### config.mk
export PLATFORM = sky130hd
export DESIGN_NAME = reg_file
export DESIGN_NICKNAME = d
export VERILOG_FILES = /design/src/rtl/reg_file.sv
export SDC_FILE = /design/constraint.sdc
export NUM_CORES = 2
export LEC_CHECK = 0
export ABC_CLOCK_PERIOD_IN_PS = 12500
export CAP_MARGIN = 20
export CORE_ASPECT_RATIO = 1.25
export CORE_MARGIN = 4
export CORE_UTILIZATION = 43
export CTS_CLUSTER_SIZE = 20
export DETAILED_ROUTE_END_ITERATION = 10
export SLEW_MARGIN = 10
export SYNTH_ARGS = -nofsm -noshare
export SYNTH_HDL_FRONTEND = slang
export SYNTH_SLANG_ARGS = --single-unit
### constraint.sdc
create_clock -name clock -period 12.5 [get_ports clock]
set_clock_uncertainty 0.1 [all_clocks]
set_input_delay 3.75 -clock clock [delete_from_list [all_inputs] [get_ports clock]]
set_output_delay 3.75 -clock clock [all_outputs]
set_load 0.01 [all_outputs]
### src/rtl/reg_file.sv
// Integer register file: 32 x 32-bit, two combinational read ports, one synchronous write port, x0 hardwired to zero.
// Optional same-cycle write-to-read forwarding is enabled by defining REGFILE_WRITE_BYPASS_EN.
module reg_file #(
   parameter int DATA_WIDTH = 32,
   parameter int ADDR_WIDTH = 5,
   parameter int NUM_REGS   = 2 ** ADDR_WIDTH
) (
   input  logic                  clock,
   input  logic                  reset,
   input  logic                  wEn,
   input  logic [DATA_WIDTH-1:0] write_data,
   input  logic [ADDR_WIDTH-1:0] write_sel,
   input  logic [ADDR_WIDTH-1:0] read_sel1,
   input  logic [ADDR_WIDTH-1:0] read_sel2,
   output logic [DATA_WIDTH-1:0] read_data1,
   output logic [DATA_WIDTH-1:0] read_data2
);

   logic [DATA_WIDTH-1:0] regs [NUM_REGS];

   // Writes to x0 are dropped here so the stored x0 never changes after reset.
   logic write_ok;
   assign write_ok = wEn && (write_sel != '0);

   // NOTE: this array is deliberately built from resettable flops rather than RAM,
   // because architectural state must clear on reset; do not copy this pattern for plain memories.
   always_ff @(posedge clock) begin
      // NOTE: sequential state uses non-blocking assignments so all flops update together at the edge.
      if (reset) begin
         for (int i = 0; i < NUM_REGS; i++) begin
            regs[i] <= '0;
         end
      end else if (write_ok) begin
         regs[write_sel] <= write_data;
      end
   end

`ifdef REGFILE_WRITE_BYPASS_EN
   // Forward the in-flight write so a reader sees write-before-read within the cycle.
   logic bypass1;
   logic bypass2;
   assign bypass1 = write_ok && !reset && (write_sel == read_sel1);
   assign bypass2 = write_ok && !reset && (write_sel == read_sel2);

   assign read_data1 = (read_sel1 == '0) ? '0 : (bypass1 ? write_data : regs[read_sel1]);
   assign read_data2 = (read_sel2 == '0) ? '0 : (bypass2 ? write_data : regs[read_sel2]);
`else
   assign read_data1 = (read_sel1 == '0) ? '0 : regs[read_sel1];
   assign read_data2 = (read_sel2 == '0) ? '0 : regs[read_sel2];
`endif

endmodule

======== Word-level counts from Yosys, hierarchy flattened ========
Memories as Yosys holds them, arrays and structs flattened.
Index checks and enable logic that the tools add are counted.
word-level totals
  bits of input ports ..................... 50
  register bits ........................... 0
  memories ................................ 1
  RAM bits ................................ 1024
cells by class
  muxes and demuxes ....................... 10
  reduce and logical (&&, ||, !) cells .... 5
memories
  memory  words  bits a word  rd ports  clocked after Yosys merged registers in  wr ports  line  RTL
  regs    32     32           2         0                                        32        19    logic [DATA_WIDTH-1:0] regs [NUM_REGS];
operator list
  kind               count
  $mux 32            3
  $reduce_or 32->1   1
  $logic_not 5->1    2
  $mux 1             6
  $mux 5             1
  $reduce_bool 5->1  1
  $logic_and 1x1->1  1

======== Longest topological paths before layout ========
  depth in word-level cells ............... 7
  depth in mapped cells ................... 9

======== Worst setup path after synthesis ========
OpenSTA, ideal clock, no wires.
  path type ............................... input-to-output
  from .................................... input port read_sel2[0]
  to ...................................... output port read_data2[10]
  stages on the path ...................... 7
  buffers on the path ..................... 4
  arrival ................................. 5420 ps
  data required time ...................... 8650 ps
  slack ................................... 3230 ps
  path through ............................ clkbuf_1 -> buf_6 -> buf_6 -> buf_6 -> mux4_2 -> a2111oi_0 -> nor3_1
between the ends
  longest elaborated chain between the ends .. 2
  elaborated cells on any way between the ends .. 3
RTL lines
  element                                                  line  RTL
  from (decl)                                              14    input logic [ADDR_WIDTH-1:0] read_sel2,
  $mem_v2 32x32 / $logic_not 5->1 (equally long branches)  n/a
  $mux 32 (*)                                              49    assign read_data2 = (read_sel2 == '0) ? '0 : regs[read_sel2];
  to (decl)                                                16    output logic [DATA_WIDTH-1:0] read_data2
Every way passes the cells marked *; elsewhere a longest branch is shown, timed or not.

======== Worst setup path after layout ========
  from .................................... input port read_sel2[2]
  to ...................................... output port read_data2[29]
The elaborated chain is that of the path after synthesis.

==> metrics.csv <==
metric,value,unit
outcome,completed,
number of standard cells after synthesis,3502,
largest net degree at the start of global routing,85,
nets@finish,3556,
cell family with most CP delay,simple AND/OR/NAND/NOR gates,
worst setup path endpoint,read_data2[29],
setup total negative slack,0,ps
final critical-path required period,11270,ps
Max Fanout on Critical Path,63,
largest registers in the final layout,regs x1024,
worst supply voltage drop on vdd,0.0975,mV
total number of vias,33100,
first-pass iteration count of the detailed router,5,
number of global-route vias before repair,33500,
Highest Clock Rate,88.7,MHz
worst endpoint required time,8650,ps
post-detailed-route via-to-cell ratio,6.36,
Critical-path top delay cell,or3_2,
timing startpoint of the critical path,read_sel2[2],
main area contributors after synthesis,"edfxtp_1 (57%), mux4_2 (20%), and2_1 (11%)",
root buffer selected by CTS,clkbuf_16,
Routed met3 length,15500,um
first-pass GRT wire length,253000,um
number of buffers inserted for hold repair after clock tree synthesis,0,
"CTS clk-pin slew, worst paths",70,ps
"Cell Count, Final, Fillers Out",5202,
"commonest non-fill, non-tap cell in the layout",edfxtp_1,
initial antenna violation count,6,
sink count of the clock tree,1024,
number of enable-type register cells in the synthesized netlist,1024,
"flip-flop count of the largest register, all copies and words added",1024,
top-level I/O count,114,
largest register by flop count,regs,
Antenna Violating Nets Remaining,0,
share of the synthesized area in the top cell type,0.567,
Clk network pwr share,0.374,
placed cell count,5005,
fraction of power consumed by sequential logic,0.499,
transition time of the tightest slew-check pin,1130,ps
worst-case headroom to the max-slew limit,0.245,
RSZ-0062 raised after global routing,false,
power per standard cell area,135,nW/um^2
Combinational Power Share,0.127,
Sw Pwr,2.02,mW
async set or reset register ratio after synthesis,0,
fraction of layout instances using a drive strength above 1,0.244,
clock tree from TritonCTS,yes,
"Area growth, synth to finish",11.7,%
most used cells in the layout excluding fill and tap cells,"edfxtp_1 (1024), and2_1 (994), mux4_2 (472), mux2i_1 (150), buf_4 (115)",
number of buffers created by CTS,100,
core box area,125000,sq um
die outline area,132000,sq um
Met1 Routed Length,69000,um
"area leader, netlist",edfxtp_1,
worst-case setup slack after placement,1310,ps
Chip Height,405,um
Sw Ratio,0.247,
GR Overflow Total,0,
post-route DRC violation count,0,
number of port buffers,113,
H-tree Lvls,3,
Internal Dissipation,6.14,mW
wire length on met2,87900,um
die extent in x,326,um
crit path capture type,output port,
Pins Over Slew Limit,0,
Crit Path Category,in -> out,
final estimated routing congestion in global placement,0.828,
post-detailed-route wirelength per cell,34.5,um
Synth Flop Type,edfxtp_1,
count of synthesis-stage warnings from yosys,0,
maximum root-to-sink buffer count,3,
gr usage total,0.269,
ratio of final minimum period to clock period,0.902,
count of buffer and inverter cells on the critical path,2,
Post-Syn Area per Cell,15.5,sq um
mapped cell area,54200,sq um
HPWL Detailed,107000,um
delay of the slowest critical-path stage,1000,ps
Hold Crit Class,in -> reg,
fraction of the yosys area taken by sequential cells,0.567,
initial cell density of the core,0.433,
final worst slack,1230,ps
Max-cap violations,0,
crit path launch type,input port,
DRC violation total after the first TritonRoute iteration,3892,
Resized cells post-CTS,0,
final core utilization,0.484,
Top Layer Used,met4,
Leakage Power,20.5,nW
setup repair bufs after CTS,0,
post-detailed-routing wire length,179000,um
"Cell Chain, Critical Path",clkbuf_8 > or3_2 > o22ai_1 > a2111oi_1 > nor3_1 > clkdlybuf4s50_1,
number of filler instances in the final layout,10500,
cell count along the critical path,6,
worst path arrival time,7420,ps
FP Rows,145,
final hold slack,3780,ps
count of different cell masters after synthesis,42,
final hold violation count,0,
Synth Register Bits,1024,
final setup violating endpoints,0,
==> per-stage QoR <==
step | power, mW | instance area [sq um]
global route | 8.38 | 60600
floorplan | 4.71 | 54300
finish | 8.16 | 60600
CTS | 8.16 | 60300
detailed placement | 5.15 | 57100
global placement | 5.14 | 57100
==> power by group through the flow <==
stage,Sequential (mW),Combinational [mW],Clock [mW]
detailed placement,4.14,1.02,0
global route,4.08,1.08,3.22
global placement,4.13,1.01,0
finish,4.07,1.04,3.05
floorplan,4.09,0.622,0
CTS,4.06,1.02,3.08
==> area by class of cell <==
| class | count | area, sq um | area share |
|---|---|---|---|
| repair buffers | 258 | 2520 | 0.0416 |
| flip-flops and latches | 1024 | 30700 | 0.508 |
| clock inverters | 58 | 551 | 0.00909 |
| well taps | 1617 | 2020 | 0.0334 |
| inverters | 2 | 7.51 | 0.000124 |
| diodes | 5 | 12.5 | 0.000207 |
| multi-input cells | 2120 | 22100 | 0.365 |
| clock buffers | 118 | 2630 | 0.0435 |
==> cells in the mapped netlist, types with 18 or more instances <==
cell type / count
or2_2: 33
a22o_1: 51
o22ai_1: 103
nor3_1: 54
and2_1: 995
buf_4: 31
a2111oi_1: 41
mux2i_1: 150
buf_2: 44
edfxtp_1: 1024
mux2_2: 30
mux4_2: 472
clkbuf_1: 272
buf_6: 22
nor2_1: 36
buf_1: 18
==> routing by layer <==
| layer | track usage | vias up |
|---|---|---|
| met5 | 0 | - |
| met4 | 0.104 | 0 |
| met3 | 0.0478 | 353 |
| met2 | 0.448 | 1817 |
| met1 | 0.355 | 17400 |
| li1 | - | 13600 |
==> kinds of logic after synthesis <==
| group | Yosys count | share of synthesized area |
|---|---|---|
| buffers and inverters | 389 | 0.0331 |
| other | 1 | 0.0000691 |
| AO/OA/AOI/OAI | 259 | 0.0365 |
| AND/OR/NAND/NOR | 1177 | 0.133 |
| multiplexers | 652 | 0.230 |
| flip-flops | 1024 | 0.567 |
==> how the worst min path moves through the flow <==
stage	start	endpoint	slack (ps)	cells past startpoint
after CTS	reset	regs[30][16]	3740	2
final	reset	regs[30][16]	3780	2
after floorplan	write_data[31]	regs[1][31]	3850	1
after global placement	reset	regs[30][16]	4480	2
after global routing	reset	regs[30][16]	3780	2
after detailed placement	reset	regs[30][16]	4470	2
Note: power is estimated with default switching activity, not from simulation.
